$ cat src/rtl/io_trap_ctrl.sv
// ---------------------------------------------------------------------------
// io_trap_ctrl
//
// I/O trap controller for the Z80 MegaMapper CPLD. Each Z80 I/O cycle is
// compared against NUM_WIN programmable base/mask windows. A hit is hidden
// from the system bus (iorq_sys_n stays high), logged into a capture FIFO,
// and a timed NMI is raised so the handler can read the log back through
// the mapper register port.
//
// Parameters
//   NUM_WIN     number of trap windows (1..4)
//   FIFO_DEPTH  capture entries, power of two (2..16)
//   NMI_WIDTH   nmi_n low time in clk cycles (1..15)
//
// Ports
//   clk, reset          system clock, asynchronous active-high reset
//   iorq_n/rd_n/wr_n/m1_n  Z80 bus strobes
//   addr[7:0]           I/O port address
//   data_in[7:0]        Z80 data bus (input side)
//   reg_sel             mapper register space decode (never trapped)
//   lo_addr[2:0]        register index
//   data_out[7:0]       register read data
//   data_oe             drive enable for data_out
//   iorq_sys_n          iorq_n gated by trap hit or reg_sel
//   nmi_n               trap NMI
//
// Build option
//   TRAP_CAPTURE_DATA_EN  when defined, write data is stored per entry and
//                         register 2 returns it; otherwise register 2
//                         always reads 0xFF.
// ---------------------------------------------------------------------------
module io_trap_ctrl #(
    parameter int NUM_WIN    = 2,
    parameter int FIFO_DEPTH = 4,
    parameter int NMI_WIDTH  = 4
) (
    input  logic       clk,
    input  logic       reset,
    input  logic       iorq_n,
    input  logic       rd_n,
    input  logic       wr_n,
    input  logic       m1_n,
    input  logic [7:0] addr,
    input  logic [7:0] data_in,
    input  logic       reg_sel,
    input  logic [2:0] lo_addr,
    output logic [7:0] data_out,
    output logic       data_oe,
    output logic       iorq_sys_n,
    output logic       nmi_n
);

    localparam int            PW         = $clog2(FIFO_DEPTH);
    localparam int            CW         = PW + 1;
    localparam int unsigned   NWU        = NUM_WIN;
    localparam int unsigned   DEPTHU     = FIFO_DEPTH;
    localparam logic [2:0]    NW3        = 3'(NUM_WIN);
    localparam logic [CW-1:0] FULL_CNT   = CW'(FIFO_DEPTH);
    localparam logic [3:0]    PULSE_LAST = 4'(NMI_WIDTH - 1);

    typedef enum logic [1:0] {
        S_IDLE  = 2'd0,
        S_PULSE = 2'd1,
        S_ARMED = 2'd2
    } nmi_state_t;

    // ---------------------------------------------------------------- bus decode
    logic io_cycle, io_cycle_q, start;
    logic reg_wr, reg_wr_q, reg_wr_start;

    assign io_cycle     = !iorq_n && m1_n && (!rd_n || !wr_n);
    assign start        = io_cycle && !io_cycle_q;
    assign reg_wr       = reg_sel && !iorq_n && !wr_n;
    assign reg_wr_start = reg_wr && !reg_wr_q;

    // ---------------------------------------------------------------- config regs
    logic [7:0]         base [NUM_WIN];
    logic [7:0]         mask [NUM_WIN];
    logic [NUM_WIN-1:0] enable;
    logic [1:0]         ptr;
    logic               overflow;

    // ---------------------------------------------------------------- window match
    logic       hit;
    logic [1:0] hit_win;

    // Ascending scan with a found flag so the lowest matching index wins.
    always_comb begin
        hit     = 1'b0;
        hit_win = '0;
        for (int unsigned i = 0; i < NWU; i++) begin
            if (!hit && enable[i] && (((addr ^ base[i]) & mask[i]) == 8'h00)) begin
                hit     = 1'b1;
                hit_win = 2'(i);
            end
        end
    end

    assign iorq_sys_n = iorq_n || reg_sel || (io_cycle && hit);

    // ---------------------------------------------------------------- capture FIFO
    logic [1:0]    fifo_win  [FIFO_DEPTH];
    logic          fifo_dir  [FIFO_DEPTH];
    logic [7:0]    fifo_addr [FIFO_DEPTH];
`ifdef TRAP_CAPTURE_DATA_EN
    logic [7:0]    fifo_data [FIFO_DEPTH];
`endif
    logic [PW-1:0] head_ptr, tail_ptr;
    logic [CW-1:0] count;
    logic          empty, full, capture, pop, push;

    assign empty   = (count == '0);
    assign full    = (count == FULL_CNT);
    assign capture = start && hit && !reg_sel;
    assign pop     = reg_wr_start && (lo_addr == 3'd3) && !empty;
    // A pop on the same edge frees the head slot, so a full FIFO still accepts.
    assign push    = capture && (!full || pop);

    always_ff @(posedge clk) begin
        if (push) begin
            fifo_win[tail_ptr]  <= hit_win;
            fifo_dir[tail_ptr]  <= !wr_n;
            fifo_addr[tail_ptr] <= addr;
`ifdef TRAP_CAPTURE_DATA_EN
            fifo_data[tail_ptr] <= !wr_n ? data_in : 8'hFF;
`endif
        end
    end

    always_ff @(posedge clk or posedge reset) begin
        if (reset) begin
            io_cycle_q <= 1'b0;
            reg_wr_q   <= 1'b0;
            head_ptr   <= '0;
            tail_ptr   <= '0;
            count      <= '0;
        end else begin
            io_cycle_q <= io_cycle;
            reg_wr_q   <= reg_wr;
            if (push) tail_ptr <= tail_ptr + PW'(1);
            if (pop)  head_ptr <= head_ptr + PW'(1);
            if (push && !pop)      count <= count + CW'(1);
            else if (pop && !push) count <= count - CW'(1);
        end
    end

    // ---------------------------------------------------------------- register writes
    always_ff @(posedge clk or posedge reset) begin
        if (reset) begin
            ptr      <= '0;
            enable   <= '0;
            overflow <= 1'b0;
            for (int unsigned i = 0; i < NWU; i++) begin
                base[i] <= '0;
                mask[i] <= '0;
            end
        end else begin
            if (capture && full && !pop)
                overflow <= 1'b1;
            else if (reg_wr_start && (lo_addr == 3'd0))
                overflow <= 1'b0;

            if (reg_wr_start) begin
                case (lo_addr)
                    3'd4: if ({1'b0, data_in[1:0]} < NW3) ptr <= data_in[1:0];
                    3'd5: for (int unsigned i = 0; i < NWU; i++)
                              if (ptr == 2'(i)) base[i] <= data_in;
                    3'd6: for (int unsigned i = 0; i < NWU; i++)
                              if (ptr == 2'(i)) mask[i] <= data_in;
                    3'd7: enable <= data_in[NUM_WIN-1:0];
                    default: ;
                endcase
            end
        end
    end

    // ---------------------------------------------------------------- register reads
    logic [7:0] sel_base, sel_mask;
    logic [1:0] head_win;
    logic       head_dir;
    logic [7:0] head_addr;
    logic [7:0] head_data;
    logic [7:0] rd_mux;

    always_comb begin
        sel_base = '0;
        sel_mask = '0;
        for (int unsigned i = 0; i < NWU; i++) begin
            if (ptr == 2'(i)) begin
                sel_base = base[i];
                sel_mask = mask[i];
            end
        end
    end

    // Head fields are forced to zero while the FIFO is empty.
    always_comb begin
        head_win  = '0;
        head_dir  = 1'b0;
        head_addr = '0;
        head_data = 8'hFF;
`ifdef TRAP_CAPTURE_DATA_EN
        head_data = '0;
`endif
        if (!empty) begin
            head_win  = fifo_win[head_ptr];
            head_dir  = fifo_dir[head_ptr];
            head_addr = fifo_addr[head_ptr];
`ifdef TRAP_CAPTURE_DATA_EN
            head_data = fifo_data[head_ptr];
`endif
        end
    end

    always_comb begin
        rd_mux = '0;
        case (lo_addr)
            3'd0: rd_mux = {!empty, overflow, head_dir, head_win, 3'b000};
            3'd1: rd_mux = head_addr;
            3'd2: rd_mux = head_data;
            3'd3: rd_mux = 8'(count);
            3'd4: rd_mux = {6'b0, ptr};
            3'd5: rd_mux = sel_base;
            3'd6: rd_mux = sel_mask;
            default: rd_mux = 8'(enable);
        endcase
    end

    assign data_out = rd_mux;
    assign data_oe  = reg_sel && !iorq_n && !rd_n;

    // ---------------------------------------------------------------- NMI FSM
    nmi_state_t state;
    logic [3:0] nmi_cnt;

    always_ff @(posedge clk or posedge reset) begin
        if (reset) begin
            state   <= S_IDLE;
            nmi_cnt <= '0;
            nmi_n   <= 1'b1;
        end else begin
            case (state)
                S_IDLE: begin
                    if (!empty) begin
                        state   <= S_PULSE;
                        nmi_n   <= 1'b0;
                        nmi_cnt <= PULSE_LAST;
                    end
                end
                S_PULSE: begin
                    if (nmi_cnt == '0) begin
                        state <= S_ARMED;
                        nmi_n <= 1'b1;
                    end else begin
                        nmi_cnt <= nmi_cnt - 4'd1;
                    end
                end
                S_ARMED: begin
                    if (empty) state <= S_IDLE;
                end
                default: begin
                    state <= S_IDLE;
                    nmi_n <= 1'b1;
                end
            endcase
        end
    end

    // Keeps the depth parameter referenced in builds where only PW is used.
    logic unused_depth;
    assign unused_depth = (DEPTHU == 0);

endmodule

$ cat config.mk
export PLATFORM = sky130hd
export DESIGN_NAME = io_trap_ctrl
export DESIGN_NICKNAME = d
export VERILOG_FILES = /design/src/rtl/io_trap_ctrl.sv
export SDC_FILE = /design/constraint.sdc
export NUM_CORES = 1
export LEC_CHECK = 0
export ABC_CLOCK_PERIOD_IN_PS = 3600
export BUFFER_PORTS_ARGS = -buffer_cell sky130_fd_sc_hd__buf_4
export CORE_MARGIN = 4
export CORE_UTILIZATION = 45
export DETAILED_ROUTE_END_ITERATION = 8
export GPL_TIMING_DRIVEN = 0
export PLACE_DENSITY = 0.61
export SYNTH_ARGS = -nofsm -noshare
export SYNTH_HDL_FRONTEND = slang
export SYNTH_SLANG_ARGS = --single-unit
$ cat constraint.sdc
create_clock -name clk -period 3.6 [get_ports clk]
set_clock_uncertainty 0.05 [all_clocks]
set_input_delay 0.36 -clock clk [delete_from_list [all_inputs] [get_ports clk]]
set_output_delay 0.36 -clock clk [all_outputs]
set_load 0.005 [all_outputs]
==> results of run 1 <==
## sequential cells by signal, indices dropped and copies added (netlist names)
| name | cells |
|---|---|
| fifo_addr | 32 |
| base | 16 |
| mask | 16 |
| fifo_dir | 4 |
| fifo_win | 4 |
| nmi_cnt | 4 |
| count | 3 |
| enable | 2 |
| head_ptr | 2 |
| ptr | 2 |
| state | 2 |
| tail_ptr | 2 |
| io_cycle_q | 1 |
| nmi_n | 1 |
| overflow | 1 |
| reg_wr_q | 1 |
## metal layers
| layer | part of all wire | vias to the layer above | GRT usage |
|---|---|---|---|
| met3 | 0.057 | 14 | 0.0684 |
| met5 | 0 | - | 0 |
| li1 | - | 1336 | - |
| met1 | 0.46 | 1439 | 0.264 |
| met2 | 0.46 | 80 | 0.285 |
| met4 | 0.020 | 0 | 0.0487 |
## cell usage after synthesis, types with 4 or more instances
cell,number
dfrtp_1,52
edfxtp_1,40
mux2_2,38
xor2_1,18
nand2_1,16
nor2_1,16
o21ai_0,16
inv_1,14
mux2i_1,12
mux4_2,10
a22oi_1,9
clkbuf_1,8
ha_1,6
a21oi_1,5
buf_2,5
nand4_1,5
nor2b_1,5
and2_2,4
nand3_1,4
xnor2_1,4
## through the flow
stage | utilization | instances | setup slack, ps | instance area [µm²] | power [mW]
after global routing | 0.530 | 519 | 443 | 5160 | 3.06
final | 0.530 | 519 | 666 | 5160 | 2.88
after floorplan | - | 333 | 857 | 4490 | 1.90
after detailed placement | 0.507 | 502 | 554 | 4940 | 2.15
after CTS | 0.530 | 519 | 680 | 5160 | 2.90
after global placement | 0.505 | 501 | 541 | 4920 | 2.13
## cell families (layout without fill, tap and decap cells)
logic type                 after synthesis  after routing  synth area share
AOI/OAI and AO/OA                       55             55            0.0912
xor gates and xnor gates                22             22            0.0429
adders and majority gates                7              7            0.0212
buffers and inverters                   29             82            0.0282
DFF                                     93             93             0.564
muxes                                   61             61             0.176
and+or+nand+nor                         66             66            0.0772
## power groups by stage
stage	clock [mW]	sequential [mW]	combinational [mW]
floorplan	0	1.36	0.548
global placement	0	1.39	0.743
detailed placement	0	1.39	0.758
CTS	0.768	1.37	0.765
global route	0.817	1.39	0.848
finish	0.751	1.37	0.755
## repair_timing
item,in CTS,in global routing
hold buffers,1,0
gates resized for setup,0,0
hold endpoints to repair,18,0
## worst min-delay path by stage
stage               slack [ps]  startpoint         end  cells after the start
global placement           430    overflow    overflow                      2
CTS                        100        wr_n    reg_wr_q                      2
global route               110        wr_n    reg_wr_q                      2
floorplan                  380        wr_n    reg_wr_q                      1
finish                     120        wr_n    reg_wr_q                      2
detailed placement         360       reset  nmi_cnt[1]                      2
## critical path: cells and delay by family (launching register included)
kind	cells	cell delay (ps)
fa+ha+maj	2	600
buf+inv	1	60
xor+xnor	3	480
compound gates	2	790
simple gates	2	460
flops	1	420
## cell usage in the layout, fill, tap and decap left out, types with 5 or more instances in the layout
master,Yosys,final
dfrtp_1,52,52
edfxtp_1,40,40
mux2_2,38,38
buf_4,0,35
xor2_1,18,18
nor2_1,16,16
nand2_1,16,16
o21ai_0,16,16
inv_1,14,13
mux2i_1,12,12
clkbuf_8,1,10
mux4_2,10,10
a22oi_1,9,9
clkbuf_1,8,8
ha_1,6,6
buf_2,5,5
nor2b_1,5,5
nand4_1,5,5
a21oi_1,5,5
## layout make-up
type / instances / share of cell area
Buffer: 15 / 0.0143
Clock buffer: 9 / 0.0240
Clock inverter: 7 / 0.0177
Inverter: 14 / 0.0102
Multi-Input combinational cell: 211 / 0.355
Sequential cell: 93 / 0.490
Tap cell: 133 / 0.0322
Timing Repair Buffer: 37 / 0.0567
==> out/metrics.csv, run 1 <==
stage;metric;value;unit
setup_path;most frequent CP cell;xor2_1;
timing;actual slew at the worst max-slew pin;878;ps
power_and_ir_drop;Switching Fraction;0.319;
power_and_ir_drop;Psw;0.918;mW
route;Post-Route WL;9880;µm
synth;top post-synthesis cells by area;dfrtp_1, edfxtp_1, mux2_2, mux4_2, xor2_1;
clock_tree;Post-CTS Setup Repair Bufs;0;
setup_path;crit start category;register;
clock_tree;Max H-tree Level;3;
route;DRC;0;
timing;worst hold margin;119;ps
clock_tree;Max clock buf depth;2;
grt;initial antenna violation count;0;
synth;Synth Warn #;0;
setup_path;CP Capture Point;count[2];
setup_path;r2r setup slk;670;ps
placement;port bufs;35;
die;Initial Util;0.461;
run_status;outcome;finished, final reports clean;
route;DR vias/cell;5.53;
power_and_ir_drop;sequential power share;0.476;
clock_tree;CTS clk-pin slew, worst paths;100;ps
setup_path;CP cell instances;xor2_1, a222oi_1, nand4_1, a21oi_4, ha_1, inv_1, fa_1, xor2_1, nor2_1, xnor2_1;
setup_path;Worst EP arrival;3180;ps
cells_and_area;Antenna diodes;0;
setup_path;Worst Setup SP;base[5];
cells_and_area;flip-flop and latch area;2530;µm²
setup_path;maximum fanout along the worst path;7;
die;row cnt;36;
clock_tree;TritonCTS clock tree;yes;
clock_tree;worst skew pair latency;380;ps
die;Die H;108;µm
synth;share of the synthesized area in the top cell type;0.290;
die;Die X;108;µm
synth;top_reg_cell synth;dfrtp_1;
setup_path;Critical Path Max Stage Delay;450;ps
timing;setup tns final;0;ps
clock_tree;CTS Buf Count;9;
timing;final setup vio count;0;
power_and_ir_drop;Worst VDD drop;0.403;mV
setup_path;Worst EP required;3850;ps
synth;Synth Cell Area;4490;µm²
cells_and_area;multi-input logic area;1830;µm²
route;remaining antenna violation count after routing;0;
route;Vias;2869;
timing;RSZ-0062 raised after global routing;no;
setup_path;r2r worst-path depth;10;
timing;max-slew violations;0;
synth;Cells after Synth;333;
timing;FMAX;0.341;GHz
power_and_ir_drop;Power Density;557;nW/µm²
route;WL per Instance;19.0;µm
cells_and_area;Total Nets Final;414;
clock_tree;Sink Count;93;
clock_tree;Root Buffer;clkbuf_8;
placement;Final HPWL DP;7030;µm
run;max cap viols;0;
placement;gpl congestion;0.844;
cells_and_area;Area Overhead vs Synth;15.0;%
synth;Synth cell types;54;
die;Ports;37;
cells_and_area;Fill cells;865;
synth;Syn Nets;366;
synth;EDFF count, synth;40;
synth;Synth Area per Inst;13.5;µm²
power_and_ir_drop;Clk pwr share;0.261;
synth;cell taking the most area after synthesis;dfrtp_1;
synth;async set-or-reset flop fraction in the synthesized netlist;0.570;
grt;vias in the first global route;2980;
timing;Tmin final;2930;ps
cells_and_area;share of layout cells above drive strength 1;0.306;
setup_path;CP max stage cell;a222oi_1;
timing;final hold vios;0;
grt;GRT Resource Usage Total;0.190;
setup_path;Reg-to-Reg Start;base[5];
setup_path;Setup Crit Path Kind;reg -> reg;
min_path;Worst Hold Class;in -> reg;
grt;first-pass GRT wire length;16400;µm
synth;Seq/Total Area, Yosys;0.564;
power_and_ir_drop;static leakage;2.12;nW
setup_path;Critical Path End Type;register;
grt;Congestion Overflow GR;0;
die;Core Area;9730;µm²
power_and_ir_drop;Logic pwr share;0.263;
die;DIE AREA;11600;µm²
synth;register bit count reported by yosys;93;
power_and_ir_drop;Int Power;1.96;mW
grt;largest net degree at the start of global routing;35;
setup_path;FF-to-FF End;count[2];
route;DRT iter0 DRCs;202;
route;drt pass-1 iters;4;
timing;Worst slew margin;0.411;
timing;fin crit share;0.815;
Note: power is estimated with default switching activity, not from simulation.
==> inputs of run 2 (changes only) <==
- ABC_AREA: not set -> 1
- ABC_CLOCK_PERIOD_IN_PS: 3600 -> 2700
- clock period: 3.6 -> 2.7 ns (I/O delays scaled with it)
==> out/metrics.csv, run 2 <==
stage;metric;value;unit;change
cells_and_area;final core occ;0.528;;-0.00231
timing;fin crit share;0.988;;+0.173
power_and_ir_drop;Logic pwr share;0.282;;+0.019
power_and_ir_drop;Clk pwr share;0.231;;-0.030
synth;register bit count reported by yosys;93;;unchanged
die;Die X;108;µm;-0.11%
setup_path;Worst EP arrival;2600;ps;-580 ps
clock_tree;Root Buffer;clkbuf_8;;
setup_path;Critical Path End Type;register;;
synth;Cells after Synth;496;;+49%
power_and_ir_drop;static leakage;2.21;nW;+4.3%
timing;final hold vios;0;;unchanged
clock_tree;CTS clk-pin slew, worst paths;90;ps;about the same
cells_and_area;Total Nets Final;579;;+40%
route;Post-Route WL;10800;µm;+9.4%
die;row cnt;36;;unchanged
timing;final setup vio count;0;;unchanged
synth;Syn Nets;529;;+45%
route;Vias;3496;;+22%
power_and_ir_drop;total power;3.59;mW;+25%
synth;main combinational cell family by area after synthesis;simple AND/OR/NAND/NOR gates;;
clock_tree;CTS Buf Count;9;;unchanged
setup_path;Worst EP required;2630;ps;-1220 ps
synth;cell taking the most area after synthesis;dfrtp_1;;
route;remaining antenna violation count after routing;0;;unchanged
timing;FMAX;0.375;GHz;+9.9%
die;Core Area;9730;µm²;unchanged
power_and_ir_drop;Switching Fraction;0.351;;+0.0317
synth;Post-Synth Adder-Cell Area;0.0212;;+0.0000474
synth;XOR/XNOR Fraction of Synth Area;0.00978;;-0.0332
synth;top_reg_cell synth;dfrtp_1;;
setup_path;crit start category;register;;
cells_and_area;Largest Register;fifo_addr;;
grt;initial antenna violation count;0;;unchanged
route;DR vias/cell;5.11;;-7.5%
timing;RSZ-0062 raised after global routing;yes;;
min_path;Worst Hold Class;in -> reg;;
grt;GRT Resource Usage Total;0.195;;+0.00514
cells_and_area;leading cell type in the layout, fill and taps excluded;nand2_1;;
grt;Congestion Overflow GR;0;;unchanged
timing;setup ws final;31.4;ps;-635 ps
synth;Synth Warn #;0;;unchanged
cells_and_area;max reg flops;32;;unchanged
placement;placed cells;666;;+33%
synth;EDFF count, synth;40;;unchanged
synth;Synth cell types;35;;-35%
cells_and_area;Largest regs;fifo_addr (32), base (16), mask (16);;
grt;vias in the first global route;3390;;+14%
clock_tree;Max clock buf depth;2;;unchanged
placement;gpl congestion;0.903;;+6.9%
power_and_ir_drop;Psw;1.26;mW;+37%
route;DRC;0;;unchanged
synth;Synth Cell Area;4480;µm²;-0.22%
setup_path;Setup Crit Path Kind;reg -> reg;;
synth;complex-gate fraction of the synthesized area;0.126;;+0.0349
cells_and_area;commonest cells after routing, fill and taps aside;nand2_1, inv_1, dfrtp_1;;
power_and_ir_drop;Int Power;2.33;mW;+19%
clock_tree;TritonCTS clock tree;yes;;
cells_and_area;Antenna diodes;0;;unchanged
placement;Final HPWL DP;7770;µm;+10%
synth;top post-synthesis cells by area;dfrtp_1, edfxtp_1, nand2_1, o21ai_0, inv_1;;
synth;share of the synthesized area in the top cell type;0.291;;+0.000648
cells_and_area;post-route insts no fill;684;;+32%
timing;actual slew at the worst max-slew pin;982;ps;+103 ps
synth;Synth Area in Simple Gates;0.210;;+0.133
route;drt pass-1 iters;4;;unchanged
run_status;outcome;finished, final reports clean;;
timing;Worst slew margin;0.343;;-0.0682
cells_and_area;Area Overhead vs Synth;14.8;%;
power_and_ir_drop;sequential power share;0.487;;+0.011
run;max cap viols;0;;unchanged
placement;Post-Place Setup Slack;-248;ps;-802 ps
synth;multiplexer area fraction after synthesis;0.00252;;-0.173
route;DRT iter0 DRCs;204;;+0.99%
die;Ports;37;;unchanged
synth;Synth Area per Inst;9.03;µm²;-33%
cells_and_area;share of layout cells above drive strength 1;0.132;;-0.173
synth;Synth top cells by count;nand2_1, inv_1, nor2_1;;
route;WL per Instance;15.8;µm;-17%
clock_tree;worst skew pair latency;360;ps;-20 ps
power_and_ir_drop;Power Density;699;nW/µm²;+25%
clock_tree;Max H-tree Level;3;;unchanged
synth;Seq/Total Area, Yosys;0.565;;+0.00126
die;DIE AREA;11600;µm²;-0.21%
power_and_ir_drop;Worst VDD drop;0.270;mV;-33%
setup_path;maximum fanout along the worst path;10;;+3
timing;setup tns final;0;ps;unchanged
grt;largest net degree at the start of global routing;30;;-14%
clock_tree;Sink Count;93;;unchanged
synth;count leader, synth;nand2_1;;
timing;Tmin final;2670;ps;-265 ps
grt;first-pass GRT wire length;17300;µm;+5.2%
placement;port bufs;36;;+2.9%
synth;async set-or-reset flop fraction in the synthesized netlist;0.570;;unchanged
die;Die H;108;µm;-0.11%
die;Initial Util;0.460;;-0.00103
timing;max-slew violations;0;;unchanged
==> run 2: per-stage QoR <==
step	hold WS [ps]	cell area [µm²]
2_1_floorplan	291	4480
3_3_place_gp	403	4910
3_5_place_dp	331	4930
4_1_cts	42.3	5110
5_1_grt	50.1	5140
6_report	59.3	5140
==> run 2: timing repair <==
action                                 CTS  global route
cloned                                   0             0
pin swaps                                0             1
gates resized for setup                  0             7
setup buffers                            0             1
endpoints found under the hold margin   23             0
hold buffers                             1             0
setup endpoints to repair               40            43
==> run 2: kinds of logic after synthesis <==
group,Yosys count
and+or+nand+nor,223
buffers and inverters,71
DFF,93
muxes,1
adders and majority gates,7
xor gates and xnor gates,5
AOI/OAI and AO/OA,96
==> run 2: final cells by class <==
| type | count | area [µm²] |
|---|---|---|
| multi-input combinational | 332 | 1670 |
| tap | 133 | 166 |
| clock inverter | 6 | 40.0 |
| fill | 964 | 4590 |
| inverter | 59 | 221 |
| timing repair buffer | 39 | 308 |
| clock buffer | 10 | 129 |
| buffer | 12 | 72.6 |
| sequential | 93 | 2530 |
==> run 2: worst paths after layout <==
check	from	end	slack [ps]	cells after the start
min reg2reg	nmi_cnt[3]	nmi_cnt[3]	410	1
max in group asynchronous	reset	base[6]	1560	4
min in group asynchronous	reset	nmi_cnt[3]	490	3
max reg2reg	reg_wr_q	fifo_addr[1][7]	30	5
min	iorq_n	reg_wr_q	60	2
max	reg_wr_q	fifo_addr[1][7]	30	5
==> run 2: critical path: stages, from the launching register on <==
cell     delay [ps]
dfrtp_1         410
nor4_4          400
nand3_2         200
nand2_1         160
nand4_1         250
nor2_1          830
==> run 2: power groups by stage <==
stage               Clock, mW  Sequential [mW]  Combinational (mW)
finish                  0.831             1.75                1.01
global route            0.887             1.77                1.17
CTS                     0.842             1.75                1.01
detailed placement          0             1.77                1.01
global placement            0             1.77               0.980
floorplan                   0             1.74               0.672
==> run 2: metal layers <==
metal  GRT usage  part of all wire  vias to the layer above  wire length [µm]
li1            -                 -                     1763                 -
met1       0.272              0.48                     1661              5170
met2       0.309              0.47                       55              5130
met3      0.0258             0.027                       17               290
met4      0.0784             0.020                        0               221
met5           0                 0                        -                 0
==> inputs of run 3 (changes only) <==
- CELL_PAD_IN_SITES_DETAIL_PLACEMENT: not set -> 0
- CELL_PAD_IN_SITES_GLOBAL_PLACEMENT: not set -> 1
- CORE_MARGIN: 4 -> not set
- PLACE_DENSITY: 0.61 -> 0.76
==> out/metrics.csv, run 3 (synthesis gave the netlist of run 2 again) <==
stage;metric;value;unit;change
grt;largest net degree at the start of global routing;35;;+17%
die;Die H;102;µm;-5.6%
route;WL per Instance;16.1;µm;+1.9%
setup_path;Setup Crit Path Kind;reg -> reg;;
setup_path;crit start category;register;;
grt;Congestion Overflow GR;0;;unchanged
setup_path;CP max stage cell;dfrtp_1;;
route;drt pass-1 iters;5;;+1
clock_tree;Max clock buf depth;2;;unchanged
setup_path;most frequent CP cell;inv_1;;
setup_path;Worst EP arrival;2740;ps;+140 ps
clock_tree;Max H-tree Level;3;;unchanged
route;WL met1;4970;µm;-3.9%
setup_path;Critical Path End Type;register;;
die;Core Area;9730;µm²;unchanged
timing;final setup vio count;0;;unchanged
timing;Tmin final;2540;ps;-129 ps
timing;FMAX;0.394;GHz;+5.1%
route;Post-Route WL;11000;µm;+1.9%
route;DRC;0;;unchanged
run;max cap viols;0;;unchanged
die;DIE AREA;10400;µm²;-11%
timing;Worst slew margin;0.443;;+0.0997
run_status;outcome;finished, final reports clean;;
grt;first-pass GRT wire length;17200;µm;-0.76%
clock_tree;TritonCTS clock tree;yes;;
timing;max-slew violations;0;;unchanged
placement;Post-Place Setup Slack;-367;ps;-119 ps
cells_and_area;share of layout cells above drive strength 1;0.129;;-0.00363
cells_and_area;leading cell type in the layout, fill and taps excluded;nand2_1;;
route;Max Used Layer;met4;;
cells_and_area;Area Overhead vs Synth;16.2;%;
route;DRT iter0 DRCs;121;;-41%
clock_tree;Sink Count;93;;unchanged
cells_and_area;Largest regs;fifo_addr (32), base (16), mask (16);;
power_and_ir_drop;Power Density;740;nW/µm²;+5.9%
setup_path;maximum fanout along the worst path;5;;-5
cells_and_area;Largest Register;fifo_addr;;
grt;vias in the first global route;3351;;-1.2%
setup_path;CP cell instances;nor3_1, inv_1, nand3_2, nand2_1, inv_1, nor2_4, ha_1, inv_1, fa_1, mux2_2;;
cells_and_area;commonest cells after routing, fill and taps aside;nand2_1, inv_1, dfrtp_1;;
die;row cnt;36;;unchanged
power_and_ir_drop;Worst VDD drop;0.468;mV;+73%
timing;fin crit share;0.941;;-0.0477
grt;initial antenna violation count;0;;unchanged
min_path;Worst Hold Class;in -> reg;;
timing;RSZ-0062 raised after global routing;yes;;
clock_tree;worst skew pair latency;360;ps;about the same
clock_tree;Root Buffer;clkbuf_8;;
route;met2 WL;5470;µm;+6.7%
route;Vias;3535;;+1.1%
route;DR WL met3;421;µm;+45%
cells_and_area;flip-flop and latch area;2530;µm²;unchanged
cells_and_area;Total Nets Final;579;;unchanged
cells_and_area;max reg flops;32;;unchanged
cells_and_area;multi-input logic area;1670;µm²;unchanged
placement;gpl congestion;0.818;;-9.4%
clock_tree;CTS clk-pin slew, worst paths;80;ps;about the same
die;Die X;102;µm;-5.6%
setup_path;Worst EP required;2900;ps;+270 ps
die;Initial Util;0.460;;unchanged
placement;Final HPWL DP;8010;µm;+3.1%
timing;setup ws final;160;ps;+129 ps
timing;actual slew at the worst max-slew pin;829;ps;-152 ps
placement;port bufs;36;;unchanged
cells_and_area;Fill cells;935;;-3.0%
route;DR vias/cell;5.17;;+1.1%
timing;setup tns final;0;ps;unchanged
grt;GRT Resource Usage Total;0.227;;+0.0323
clock_tree;CTS Buf Count;9;;unchanged
die;Ports;37;;unchanged
power_and_ir_drop;static leakage;2.23;nW;+0.85%
timing;final hold vios;0;;unchanged
route;remaining antenna violation count after routing;0;;unchanged
cells_and_area;Antenna diodes;0;;unchanged
setup_path;Critical Path Max Stage Delay;460;ps;-370 ps
[run 3: cell types whose count changed in the layout (fill, tap and decap cells not counted), sizes merged]
cell / delta
clkbuf: +1
bufinv: +3
clkinv: -4
[run 3: where the power goes]
group,internal [mW],switching [mW],total (mW)
clock network,0.611,0.459,1.07
registers,1.63,0.120,1.75
logic,0.370,0.665,1.03
total,2.61,1.24,3.85
[run 3: what timing repair did]
action                                  CTS  global route
hold endpoints to repair                 19             0
gates resized for setup                   4             4
pin swaps                                 1             1
hold buffers                              1             0
buffers inserted                          1             0
endpoints found under the setup margin   41            35
[run 3: layout make-up]
cell class                 instances  area share
inverter                          59      0.0426
sequential                        93       0.486
clock buffer                      11      0.0253
tap                              133      0.0320
timing repair buffer              39      0.0592
multi-input combinational        332       0.322
buffer                            12      0.0140
clock inverter                     5      0.0190
[run 3: final timing paths]
check                         start  endpoint  slack [ps]  depth (start not counted)
max                        count[0]  count[1]         160                         10
min                          iorq_n  reg_wr_q          60                          2
max reg2reg                count[0]  count[1]         160                         10
min reg2reg                   nmi_n     nmi_n         410                          2
max in group asynchronous     reset     nmi_n        1590                          4
min in group asynchronous     reset   mask[8]         410                          3
[run 3: metrics by stage]
stage | hold slack (ps) | cells | cell area (µm²) | power [mW] | util
finish | 59.2 | 684 | 5200 | 3.85 | 0.534
global route | 48.1 | 684 | 5200 | 4.09 | 0.534
CTS | 48.4 | 684 | 5190 | 3.87 | 0.534
detailed placement | 257 | 666 | 4930 | 2.80 | 0.507
global placement | 402 | 665 | 4910 | 2.75 | 0.505
floorplan | 291 | 496 | 4480 | 2.42 | -
[run 3: worst max-delay path: cells and delay by family (launching register included)]
kind / cells / cell delay [ps]
adder cells (fa/ha/maj): 2 / 590
buffers and inverters: 3 / 380
flip-flops: 1 / 460
multiplexers: 1 / 260
AND/OR/NAND/NOR: 4 / 690
[run 3: metal layers]
layer,up-vias,GRT usage
met2,71,0.381
met1,1683,0.300
li1,1770,-
met5,-,0
met3,11,0.0324
met4,0,0.0858
